--- config.mk ---
export PLATFORM = sky130hd
export DESIGN_NAME = sequence_divider_8bit
export DESIGN_NICKNAME = d
export VERILOG_FILES = /design/src/rtl/sequence_divider_8bit.sv
export SDC_FILE = /design/constraint.sdc
export NUM_CORES = 1
export LEC_CHECK = 0
export CAP_MARGIN = 0
export CORE_MARGIN = 2
export CORE_UTILIZATION = 48
export CTS_BUF_LIST = sky130_fd_sc_hd__clkbuf_8 sky130_fd_sc_hd__clkbuf_16
export DETAILED_ROUTE_END_ITERATION = 7
export GPL_TIMING_DRIVEN = 0
export PLACE_DENSITY = 0.8
export SLEW_MARGIN = 10
export SYNTH_ARGS = -nofsm -noshare
export SYNTH_HDL_FRONTEND = slang
export SYNTH_SLANG_ARGS = --single-unit
--- constraint.sdc ---
create_clock -name clk_i -period 3 [get_ports clk_i]
set_clock_uncertainty 0.1 [all_clocks]
set_input_delay 0.9 -clock clk_i [delete_from_list [all_inputs] [get_ports clk_i]]
set_output_delay 0.9 -clock clk_i [all_outputs]
set_load 0.005 [all_outputs]
--- src/rtl/sequence_divider_8bit.sv ---
// Sequential unsigned restoring divider.
// Produces one quotient bit per clock; the trial subtraction R - D is built
// from a ripple chain of adder_4bit slices computing R + ~D + 1.
// WIDTH must be a multiple of 4 so that every nibble gets its own slice.

module adder_4bit (
   input  logic [3:0] a,
   input  logic [3:0] b,
   input  logic       cin,
   output logic [3:0] sum,
   output logic       cout
);

   // Plain 4-bit add with carry in/out, used as one nibble of the chain
   assign {cout, sum} = {1'b0, a} + {1'b0, b} + {4'b0000, cin};

endmodule

module sequence_divider_8bit #(
   parameter int WIDTH = 8
) (
   input  logic             clk_i,
   input  logic             rst_ni,
   input  logic             start_i,
   input  logic [WIDTH-1:0] dividend_i,
   input  logic [WIDTH-1:0] divisor_i,
   output logic             busy_o,
   output logic             done_o,
   output logic [WIDTH-1:0] quotient_o,
   output logic [WIDTH-1:0] remainder_o,
   output logic             div_by_zero_o
);

   localparam int CW  = $clog2(WIDTH);
   localparam int NIB = WIDTH / 4;

   localparam logic [1:0] ST_IDLE = 2'd0;
   localparam logic [1:0] ST_CALC = 2'd1;
   localparam logic [1:0] ST_DONE = 2'd2;

   logic [1:0]       state;
   logic [WIDTH-1:0] q_reg;
   logic [WIDTH-1:0] r_reg;
   logic [WIDTH-1:0] d_reg;
   logic [CW-1:0]    cnt;

   logic [WIDTH:0]   r_sh;
   logic [WIDTH-1:0] d_inv;
   logic [WIDTH-1:0] diff;
   logic [NIB:0]     carry;
   logic             accept;
   logic [WIDTH-1:0] r_next;
   logic [WIDTH-1:0] q_next;
   logic             last_iter;

   // Shift the next dividend bit into the partial remainder; the extra top
   // bit guarantees the subtraction succeeds whenever it is set
   assign r_sh     = {r_reg, q_reg[WIDTH-1]};
   assign d_inv    = ~d_reg;
   assign carry[0] = 1'b1;

   // Ripple chain of nibble adders forming R - D as R + ~D + 1
   for (genvar g = 0; g < NIB; g++) begin : g_sub
      adder_4bit u_add (
         .a    (r_sh[4*g +: 4]),
         .b    (d_inv[4*g +: 4]),
         .cin  (carry[g]),
         .sum  (diff[4*g +: 4]),
         .cout (carry[g+1])
      );
   end

   // Restoring step: keep the difference only when R >= D
   assign accept    = r_sh[WIDTH] | carry[NIB];
   assign r_next    = accept ? diff : r_sh[WIDTH-1:0];
   assign q_next    = {q_reg[WIDTH-2:0], accept};
   assign last_iter = (cnt == CW'(WIDTH - 1));

   assign busy_o = (state == ST_CALC);
   assign done_o = (state == ST_DONE);

   // Control FSM and datapath registers; results only change on entry to DONE
   always_ff @(posedge clk_i) begin
      if (!rst_ni) begin
         state         <= ST_IDLE;
         q_reg         <= '0;
         r_reg         <= '0;
         d_reg         <= '0;
         cnt           <= '0;
         quotient_o    <= '0;
         remainder_o   <= '0;
         div_by_zero_o <= 1'b0;
      end else begin
         case (state)
            ST_IDLE, ST_DONE: begin
               if (start_i) begin
                  if (divisor_i != '0) begin
                     state         <= ST_CALC;
                     q_reg         <= dividend_i;
                     r_reg         <= '0;
                     d_reg         <= divisor_i;
                     cnt           <= '0;
                     div_by_zero_o <= 1'b0;
                  end else begin
                     state         <= ST_DONE;
                     quotient_o    <= '1;
                     remainder_o   <= dividend_i;
                     div_by_zero_o <= 1'b1;
                  end
               end else begin
                  state <= ST_IDLE;
               end
            end
            ST_CALC: begin
               q_reg <= q_next;
               r_reg <= r_next;
               if (last_iter) begin
                  state       <= ST_DONE;
                  quotient_o  <= q_next;
                  remainder_o <= r_next;
               end else begin
                  cnt <= cnt + 1'b1;
               end
            end
            default: state <= ST_IDLE;
         endcase
      end
   end

endmodule

# Yosys cells after proc, flatten, opt, wreduce, memory -nomap -nowiden

Index checks and enable logic that the tools add are counted.

Input port bits: 19
Output and inout port bits: 19
Flip-flop bits (word level): 46
Logic and storage cells: 56

Add/subtract/negate cells: 5
Bitwise gates (word level): 2
Mux-type cells: 24
Reduce and logical (&&, ||, !) cells: 9
Equality and inequality tests: 8

Operators with widths:

| operator            | number |
|---|---|
| $mux 8              | 11 |
| $pmux 8 s2          | 4 |
| $add 4x4->5         | 2 |
| $mux 3              | 3 |
| $ne 2x2->1 const B  | 4 |
| $not 8->8           | 1 |
| $reduce_and 4->1    | 2 |
| $reduce_bool 8->1   | 1 |
| $mux 2              | 3 |
| $pmux 3 s2          | 1 |
| $reduce_and 3->1    | 2 |
| $add 5x1->5         | 1 |
| $add 5x1->5 const B | 1 |
| $pmux 2 s2          | 1 |
| $add 3x1->3 const B | 1 |
| $eq 3x3->1 const B  | 1 |
| $eq 2x1->1 const B  | 1 |
| $eq 2x2->1 const B  | 1 |
| $logic_not 2->1     | 1 |
| $ne 2x1->1 const B  | 1 |
| $reduce_and 2->1    | 1 |
| $reduce_bool 2->1   | 1 |
| $reduce_or 2->1     | 1 |
| $mux 1              | 1 |
| $or 1x1->1          | 1 |

# Depth between registers and ports, before layout

Gate-level depths: netlist (run 1).

Depth in word-level cells: 8
Gate-level depth with buffers: 15
Mapped depth without buffers: 14

# By module

Synthesis (run 1) repeated with hierarchy kept, for this count alone.

Cell total of the unflattened synthesis: 261
Area, all modules: 2,348.5 µm²

Modules (own cells, without submodules):

| module                | times used | area each (µm²) | sequential area each (µm²) | cells an instance |
|---|---|---|---|---|
| sequence_divider_8bit | 1          | 2,060.7         | 920.9                      | 229 |
| adder_4bit            | 2          | 143.9           | 0.0                        | 16 |

# Worst setup path before layout (run 1)

No wires, ideal clock.

Path type: register -> register
Start point: register q_reg[7]
End point: register remainder_o[7]
Clock period less this slack: 2,982 ps
Stages on the path, launching flop included: 15
Setup time: 117 ps
Path slack: 18 ps
Arrival time: 2,765 ps
Data required time: 2,783 ps
Path buffers: 1
Cells stage by stage: dfxtp_1 -> inv_1 -> ha_1 -> inv_1 -> fa_1 -> a21o_1 -> a21o_1 -> fa_1 -> inv_1 -> fa_1 -> nand3b_1 -> nand2_1 -> buf_2 -> a211o_1 -> a32o_1

Longest elaborated chain between the ends: 7

Ends and longest elaborated chain:

| item                         | RTL line | text |
|---|---|---|
| start, declared              | 42       | `logic [WIDTH-1:0] q_reg;` |
| start signal, assigned       | 99       | `q_reg <= dividend_i;` |
| start signal, assigned       | 115      | `q_reg <= q_next;` |
| $add 4x4->5 (*)              | 15       | `assign {cout, sum} = {1'b0, a} + {1'b0, b} + {4'b0000, cin};` |
| $add 5x1->5 (*) (2 in a row) | 15       |  |
| $or 1x1->1                   | 74       | `assign accept = r_sh[WIDTH] \| carry[NIB];` |
| $mux 8 (*)                   | 75       | `assign r_next = accept ? diff : r_sh[WIDTH-1:0];` |
| $mux 8 (*)                   | 117      | `if (last_iter) begin` |
| $pmux 8 s2 (*)               | 94       | `case (state)` |
| end signal, assigned         | 107      | `remainder_o <= dividend_i;` |
| end signal, assigned         | 120      | `remainder_o <= r_next;` |
| end, declared                | 30       | `output logic [WIDTH-1:0] remainder_o,` |

Mark *: on every way between the ends. The rest lies on a longest branch, timed or not. The select of a mux whose other input is x is not followed.
A chain may end at the register's enable or synchronous reset.

# Worst setup path in the final report (run 1)

Ends and elaborated chain as after synthesis.

==> results.txt, run 1 <==
The flow ran to the end, but the final reports show violations. The final reports fail on setup timing. After routing, the total negative slack on setup checks comes to -15.4 ps. The final layout contains 346 nets. The first-iteration detailed-routing DRC count came out at 188. At the pin with the least slew margin, the transition time is 430 ps. The average routed wire per standard cell works out to 15.4 um. After floorplanning, the core was sized to cover 4660 sq um. The routed design has 5660 um of wire. The cell at the root of the clock tree was sky130_fd_sc_hd__clkbuf_8. Counting cells, the worst reg-to-reg path comes to 14.

The logs give 1878 for the via count of the first global-routing pass and 0 for the max-slew violation count. The setup slack after layout was -15.4 ps; the share of final-layout standard cells stronger than drive strength 1 was 15.6%. For the number of sinks driven by the clock tree, the log shows 46.

The number of antenna repair diodes was 0; the worst hold path cell count was 2. A synthesized cell averages 8.69 sq um. Area overhead of the layout relative to synthesis: 27.7%. The sequential element share of the synthesized area was 40.3%.

Synthesis instantiated 39 different standard cells from the library. The predominant post-synthesis flop cell is sky130_fd_sc_hd__dfxtp_1. After detailed routing, the number of remaining DRC violations is 0. TritonCTS built the clock tree. In the finished design, the share of the clock period the worst path needs comes to 101%.

Max-capacitance violation count: 0. STA classifies the critical path startpoint as a flip-flop. The number of antenna violations at the first check in global routing came out at 0. Setup repair after global routing could not meet its margin everywhere.

At the end of routability-driven placement, the weighted congestion stood at 0.902. The maximum root-to-sink buffer count is 2, and the number of placement rows is 25. The later pin in the worst-skew pair is clocked with a latency of 300 ps. In this run the remaining antenna-violating nets after routing total 0. The first global-routing pass estimated 8910 um of wire. The total vias in the final route is 2045. The maximum fanout encountered on the critical timing path is 5. The capturing element type of the critical path was a flip-flop.

The floorplan step defined a die boundary enclosing 5330 sq um. The run gives 294 as the number of nets produced by synthesis. The tools report the worst supply voltage drop on vdd as 0.306 mV. The worst hold path belongs to the class flip-flop to flip-flop.

Entering global routing, the biggest net connects 13 pins. The number of setup violations in the final report came out at 1. The worst path needs 3020 ps of the cycle, external delays included. The commonest non-fill, non-tap cell in the layout is sky130_fd_sc_hd__dfxtp_1. The initial standard-cell utilization of the core is 49.0%, and the fraction of registers with async set/reset is 0%. For this run the aggregate overflow at the end of global routing stands at 0. The total iterations of the first detailed-routing run came out at 4. The synthesized design contains 46 register bits. The cell count after synthesis came out at 263.

The horizontal die dimension is 73.0 um, and the vertical die dimension is 73.0 um. In the routed layout, each cell is associated on average with a via count of 5.56. The clock-pin transition on the worst setup and hold timing paths was 80 ps; the highest clock rate was 332 MHz.

The critical path is of the flip-flop to flip-flop type. The Yosys step of the flow raised 0 warnings. Counting flops with a built-in enable in the synthesized netlist gives 0.

STA puts the critical path data required time at 3100 ps. Leaving out fill and tap cells, the most frequent cells in the layout are sky130_fd_sc_hd__dfxtp_1, sky130_fd_sc_hd__nand2_1, sky130_fd_sc_hd__clkdlybuf4s50_1. The logs give 0 for the final count of hold timing violations and -263 ps for the post-place setup slack. At the worst endpoint, the arrival time is 3110 ps.

Measured against its own limit, the worst slew margin works out to 71.3%. Global routing used 21.8% of the available tracks. The power per unit of standard cell area works out to 520 nW/um^2. The logs give 5 for the total CTS buffers and 2280 sq um for the post-synthesis cell area. The detailed-placement wirelength estimate was 4040 um; the leakage power figure was 1.10 nW. Buffers placed on the I/O ports in this run total 36. The number of H-tree branching levels was 2.

For the count of boundary I/O pins, the log shows 38.
-- metrics by stage --
step	hold WS, ps	utilization, %	power (W)	area, sq um	instances
detailed placement	349	58.2	0.00103	2710	353
floorplan	335	-	0.000927	2280	263
finish	357	62.6	0.00152	2920	368
CTS	361	61.0	0.00145	2840	363
global route	392	62.6	0.00159	2920	368
global placement	346	58.2	0.00102	2710	353
-- critical path: stages, from the launching register on --
cell                       delay, ps
sky130_fd_sc_hd__dfxtp_2         330
sky130_fd_sc_hd__inv_2            60
sky130_fd_sc_hd__ha_4            130
sky130_fd_sc_hd__inv_2            30
sky130_fd_sc_hd__fa_2            340
sky130_fd_sc_hd__a21o_1          190
sky130_fd_sc_hd__a21o_1          180
sky130_fd_sc_hd__fa_2            350
sky130_fd_sc_hd__inv_2            70
sky130_fd_sc_hd__fa_2            200
sky130_fd_sc_hd__nand3b_1        160
sky130_fd_sc_hd__nand2_2         120
sky130_fd_sc_hd__buf_6           160
sky130_fd_sc_hd__a211o_1         270
sky130_fd_sc_hd__a32o_1          210
-- metal layers --
metal | global-route usage (%) | share of wire [%] | wire (um)
met1 | 28.9 | 44 | 2490
met2 | 34.9 | 48 | 2730
met3 | 5.52 | 6.2 | 352
met4 | 6.58 | 1.5 | 86
met5 | 0 | 0 | 0
-- timing repair --
action / in CTS / in global routing
setup endpoints to repair: 18 / 18
gates resized for setup: 7 / 13
gates cloned: 0 / 1
buffers inserted: 4 / 4
pin swaps: 1 / 3
hold buffers: 0 / 0
-- worst paths after layout --
check                              start              to  slack (ps)
worst max-delay path            q_reg[7]  remainder_o[7]         -20
worst min-delay path            d_reg[3]        d_reg[3]         360
worst max register to register  q_reg[7]  remainder_o[7]         -20
worst min register to register  d_reg[3]        d_reg[3]         360
-- synthesized netlist by cell type (8+ instances only) --
cell type | count | share of area [%]
sky130_fd_sc_hd__a21oi_1 | 16 | 3.5
sky130_fd_sc_hd__inv_1 | 11 | 1.8
sky130_fd_sc_hd__nand2_1 | 45 | 7.4
sky130_fd_sc_hd__dfxtp_1 | 46 | 40
sky130_fd_sc_hd__nor2_1 | 13 | 2.1
sky130_fd_sc_hd__ha_1 | 9 | 4.9
sky130_fd_sc_hd__nor3_1 | 11 | 2.4
sky130_fd_sc_hd__clkbuf_1 | 8 | 1.3
sky130_fd_sc_hd__a21boi_1 | 15 | 4.9
sky130_fd_sc_hd__a31oi_1 | 9 | 2.5
sky130_fd_sc_hd__o21ai_0 | 13 | 2.8
-- kinds of logic (layout without fill, tap and decap cells) --
family / count (synthesis) / after routing / synth area share [%]
mux: 3 / 3 / 1.48
flops: 46 / 46 / 40.3
buf+inv: 29 / 80 / 5.64
simple gates: 95 / 95 / 22.1
compound gates: 75 / 75 / 21.7
fa+ha+maj: 12 / 12 / 7.56
xor+xnor: 3 / 3 / 1.15
-- cell type report --
cell class | count | area (sq um)
Timing Repair Buffer | 45 | 429
Inverter | 12 | 45.0
Sequential cell | 46 | 923
Clock buffer | 6 | 82.6
Tap cell | 54 | 67.6
Fill cell | 389 | 1740
Multi-Input combinational cell | 188 | 1280
Buffer | 17 | 90.1
-- power by group --
| part | internal [W] | switching, W | total, W |
|---|---|---|---|
| combinational | 0.000228 | 0.000239 | 0.000466 |
| sequential | 0.000645 | 0.0000278 | 0.000673 |
| clock | 0.000178 | 0.000201 | 0.000379 |
Note: power is estimated with default switching activity, not from simulation.
==> run 2: changes to the inputs <==
--- a/config.mk
+++ b/config.mk
@@ -5,13 +5,15 @@
 export SDC_FILE = /design/constraint.sdc
 export NUM_CORES = 1
 export LEC_CHECK = 0
+export ABC_AREA = 1
 export CAP_MARGIN = 0
+export CORE_ASPECT_RATIO = 0.9
 export CORE_MARGIN = 2
-export CORE_UTILIZATION = 48
+export CORE_UTILIZATION = 40
 export CTS_BUF_LIST = sky130_fd_sc_hd__clkbuf_8 sky130_fd_sc_hd__clkbuf_16
 export DETAILED_ROUTE_END_ITERATION = 7
 export GPL_TIMING_DRIVEN = 0
-export PLACE_DENSITY = 0.8
+export PLACE_DENSITY = 0.69
 export SLEW_MARGIN = 10
 export SYNTH_ARGS = -nofsm -noshare
 export SYNTH_HDL_FRONTEND = slang
==> run 2 against run 1 <==
Compared with the run above: the flow now finishes without violations; maximum frequency up 8.8%; non-clock buffer count fell by 11; register-to-register slack better by 260 ps; critical path type is now flip-flop to output port; largest power group unchanged.
==> results.txt, run 2 <==
Post-route DRC violation count: 0. The tools report the cell at the root of the clock tree as sky130_fd_sc_hd__clkbuf_8. Detailed placement finished with a half-perimeter wire length of 4120 um.

Leaving out filler cells and counting taps, the final layout contains 454. The number of setup violations in the final report was 0. The number of nets in the synthesized netlist is 369. The number of cells produced by synthesis is 338.

The most common cell in the synthesized netlist is sky130_fd_sc_hd__nand2_1. After layout, the design draws a total of 0.00141 W. Setup repair after global routing left no endpoint under its margin.

For the via count of the first global-routing pass, the log shows 2162. Leaving out fill and tap cells, the most frequent cell in the layout is sky130_fd_sc_hd__nand2_1. The tools report the global-route congestion overflow total as 0.

Of the available clock period, the critical path in the final layout requires 92.4%. The fraction of registers with async set/reset was 0%; the post-cts hold buffer count was 0. For the combined global-route utilization of all metal layers, the log shows 18.6%. The time the final worst path needs with I/O delays and setup was 2770 ps. Post-place setup slack: -11.3 ps.

Counting instances in the post-synthesis netlist gives the leading cell types as sky130_fd_sc_hd__nand2_1, sky130_fd_sc_hd__nor2_1, sky130_fd_sc_hd__dfxtp_1. The worst pin sits at a relative slew slack of 70.1%. At the pin with the least slew margin, the transition time is 448 ps. In the synthesized netlist the dominant register cell turns out to be sky130_fd_sc_hd__dfxtp_1. Counting tap cells, the placed design contains a total of 445 instances.

Fill cells in the final layout number 607. The repair_antennas step left the layout with diodes totalling 0. During synthesis, Yosys emitted a total of 0 warnings.

The total area of sequential cells is 922 sq um. TritonCTS built the clock tree. The quantity of I/O buffers inserted on ports is 37, and the placeable core region is 5660 sq um. The logs give 2 for the maximum root-to-sink buffer count and 1220 sq um for the footprint of the multi-input gates. The flop and latch count out of synthesis was 46. For the summed area of non-filler cells in the final layout, the log shows 2910 sq um.

The detailed router finished its first iteration with 162 violations. Clock-pin slew was measured on the worst setup and hold paths at 80 ps. In this run the biggest area consumer among cell types represents 39.6% of the synthesized area.

The max-slew violation count is 0. Dividing the detail-routed via count by the number of cells gives 4.89. The flow ran to the end, and the final reports show no timing, DRC or antenna violations. Dividing the detail-routed wire length by the instance count gives 12.2 um. The worst-case IR drop observed on VDD is 0.205 mV. The first global-routing pass estimated 9700 um of wire.

The clock tree synthesis step divided the H-tree into 2 levels. The run gives 2780 sq um as the placement-stage cell area. The synthesized area per cell came out at 6.88 sq um. Yosys attributes the largest share of cell area to sky130_fd_sc_hd__dfxtp_1, sky130_fd_sc_hd__nand2_1, sky130_fd_sc_hd__nor2_1, sky130_fd_sc_hd__o21ai_0, sky130_fd_sc_hd__inv_1.

The area growth from synthesis to layout is 24.9%. For the worst setup path, the data required time is 2000 ps. The floorplan step defined a die boundary enclosing 6440 sq um. STA classifies the critical path endpoint as an output port.

The run gives 1770 ps as the worst endpoint data arrival time. Cells with a size suffix above 1 make up 9.11% of the layout. The largest incremental delay on the critical path works out to 540 ps. For this block, the via count after detailed routing is 2219. The slowest stage of the critical path is the sky130_fd_sc_hd__clkdlybuf4s50_1 cell. The detail route stage leaves a number of antenna-violating nets equal to 0. The run gives 5 as the total CTS buffers. CTS saw 46 sinks. The final count of hold timing violations was 0; the count of flip-flops with a built-in enable after synthesis was 0. For the highest clock rate, the log shows 361 MHz. The count of boundary I/O pins was 38; the setup slack of the worst register-to-register path was 240 ps. The final layout contains 415 nets.

The tools report the wire length reported by the detailed router as 5520 um. The logs give 39.6% for the sequential element share of the synthesized area and 14 for the maximum number of pins on one net before global-route repair. In this run the power density over the cells is 484 nW/um^2. The die is 84.4 um wide.

Along the worst path, the maximum fanout reaches 10. The final total negative setup slack was 0 ps; the total iterations of the first detailed-routing run was 4. Leaving out fill and tap cells, the most frequent cells in the layout are sky130_fd_sc_hd__nand2_1, sky130_fd_sc_hd__nor2_1, sky130_fd_sc_hd__dfxtp_1. After floorplanning, the core was divided into 26 placement rows. From bottom edge to top edge, the die measures 76.3 um. The post-synthesis cell type count was 25; the max-capacitance violation count was 0. Of all cell types, the one taking the most synthesized area is sky130_fd_sc_hd__dfxtp_1. For the number of antenna violations at the first check in global routing, the log shows 0.

For the setup slack after layout, the log shows 229 ps. The path class of the tightest hold or removal check is flip-flop to flip-flop. The clock reaches the later pin of the worst-skew pair after 310 ps. For this configuration, the core starts out at a cell density of 41.1%. Summing every instance area after synthesis gives 2330 sq um. The congestion estimate from routability-driven global placement came to 0.843. The startpoint class of the critical path is a flip-flop.

Walking the worst path, the cells encountered are inv_2 -> nor2_4 -> buf_2 -> clkdlybuf4s50_1. In this run the static leakage power is 1.40 nW. The worst setup path is of the flip-flop to output port kind.
[run 2: kinds of logic (layout without fill, tap and decap cells)]
kind of cell,count (synthesis),count (layout),synth area share (%)
compound gates,54,54,12.2
xor+xnor,2,2,0.753
fa+ha+maj,12,12,7.42
simple gates,174,174,31.0
buf+inv,50,96,8.98
flops,46,46,39.6
[run 2: where the power goes]
part	total (W)	internal, W	switching, W
registers	0.000678	0.000650	0.0000280
logic	0.000367	0.000154	0.000213
clock network	0.000362	0.000157	0.000205
total	0.00141	0.000961	0.000446
[run 2: critical path: cells and delay by family (launching register included)]
| family | cells | cell delay, ps |
|---|---|---|
| flip-flops | 1 | 350 |
| buffers and inverters | 3 | 890 |
| AND/OR/NAND/NOR | 1 | 230 |
[run 2: repair_timing]
item	4_1_cts	5_1_grt
resized for setup	1	8
setup endpoints to repair	1	17
buffers inserted	0	2
pin swaps	0	3
[run 2: through the flow]
| step | utilization (%) | hold WS (ps) |
|---|---|---|
| global placement | 49.2 | 356 |
| detailed placement | 49.2 | 354 |
| floorplan | - | 328 |
| CTS | 50.7 | 367 |
| finish | 51.3 | 364 |
| global route | 51.3 | 396 |
[run 2: path summary, 6_finish.rpt]
check,startpoint,endpoint,depth (start not counted)
max,state[0],busy_o,4
min,d_reg[6],d_reg[6],2
max reg2reg,q_reg[7],remainder_o[7],18
min reg2reg,d_reg[6],d_reg[6],2
[run 2: area by class of cell]
cell class              instances  share of cell area [%]
multi-input cells             242                    42.1
flip-flops and latches         46                    31.7
repair buffers                 39                    13.3
inverters                      38                    4.91
well taps                      70                    3.01
clock buffers                   5                    2.37
plain buffers                  12                    2.28
clock inverters                 2                   0.345
[run 2: routing by layer]
| metal | routed length, um | vias up | global-route usage (%) | part of all wire (%) |
|---|---|---|---|---|
| met5 | 0 | - | 0 | 0 |
| met4 | 113 | 0 | 7.78 | 2.0 |
| met3 | 152 | 9 | 3.47 | 2.8 |
| met2 | 2630 | 32 | 30.6 | 48 |
| met1 | 2620 | 1037 | 23.9 | 47 |
| li1 | - | 1141 | - | - |
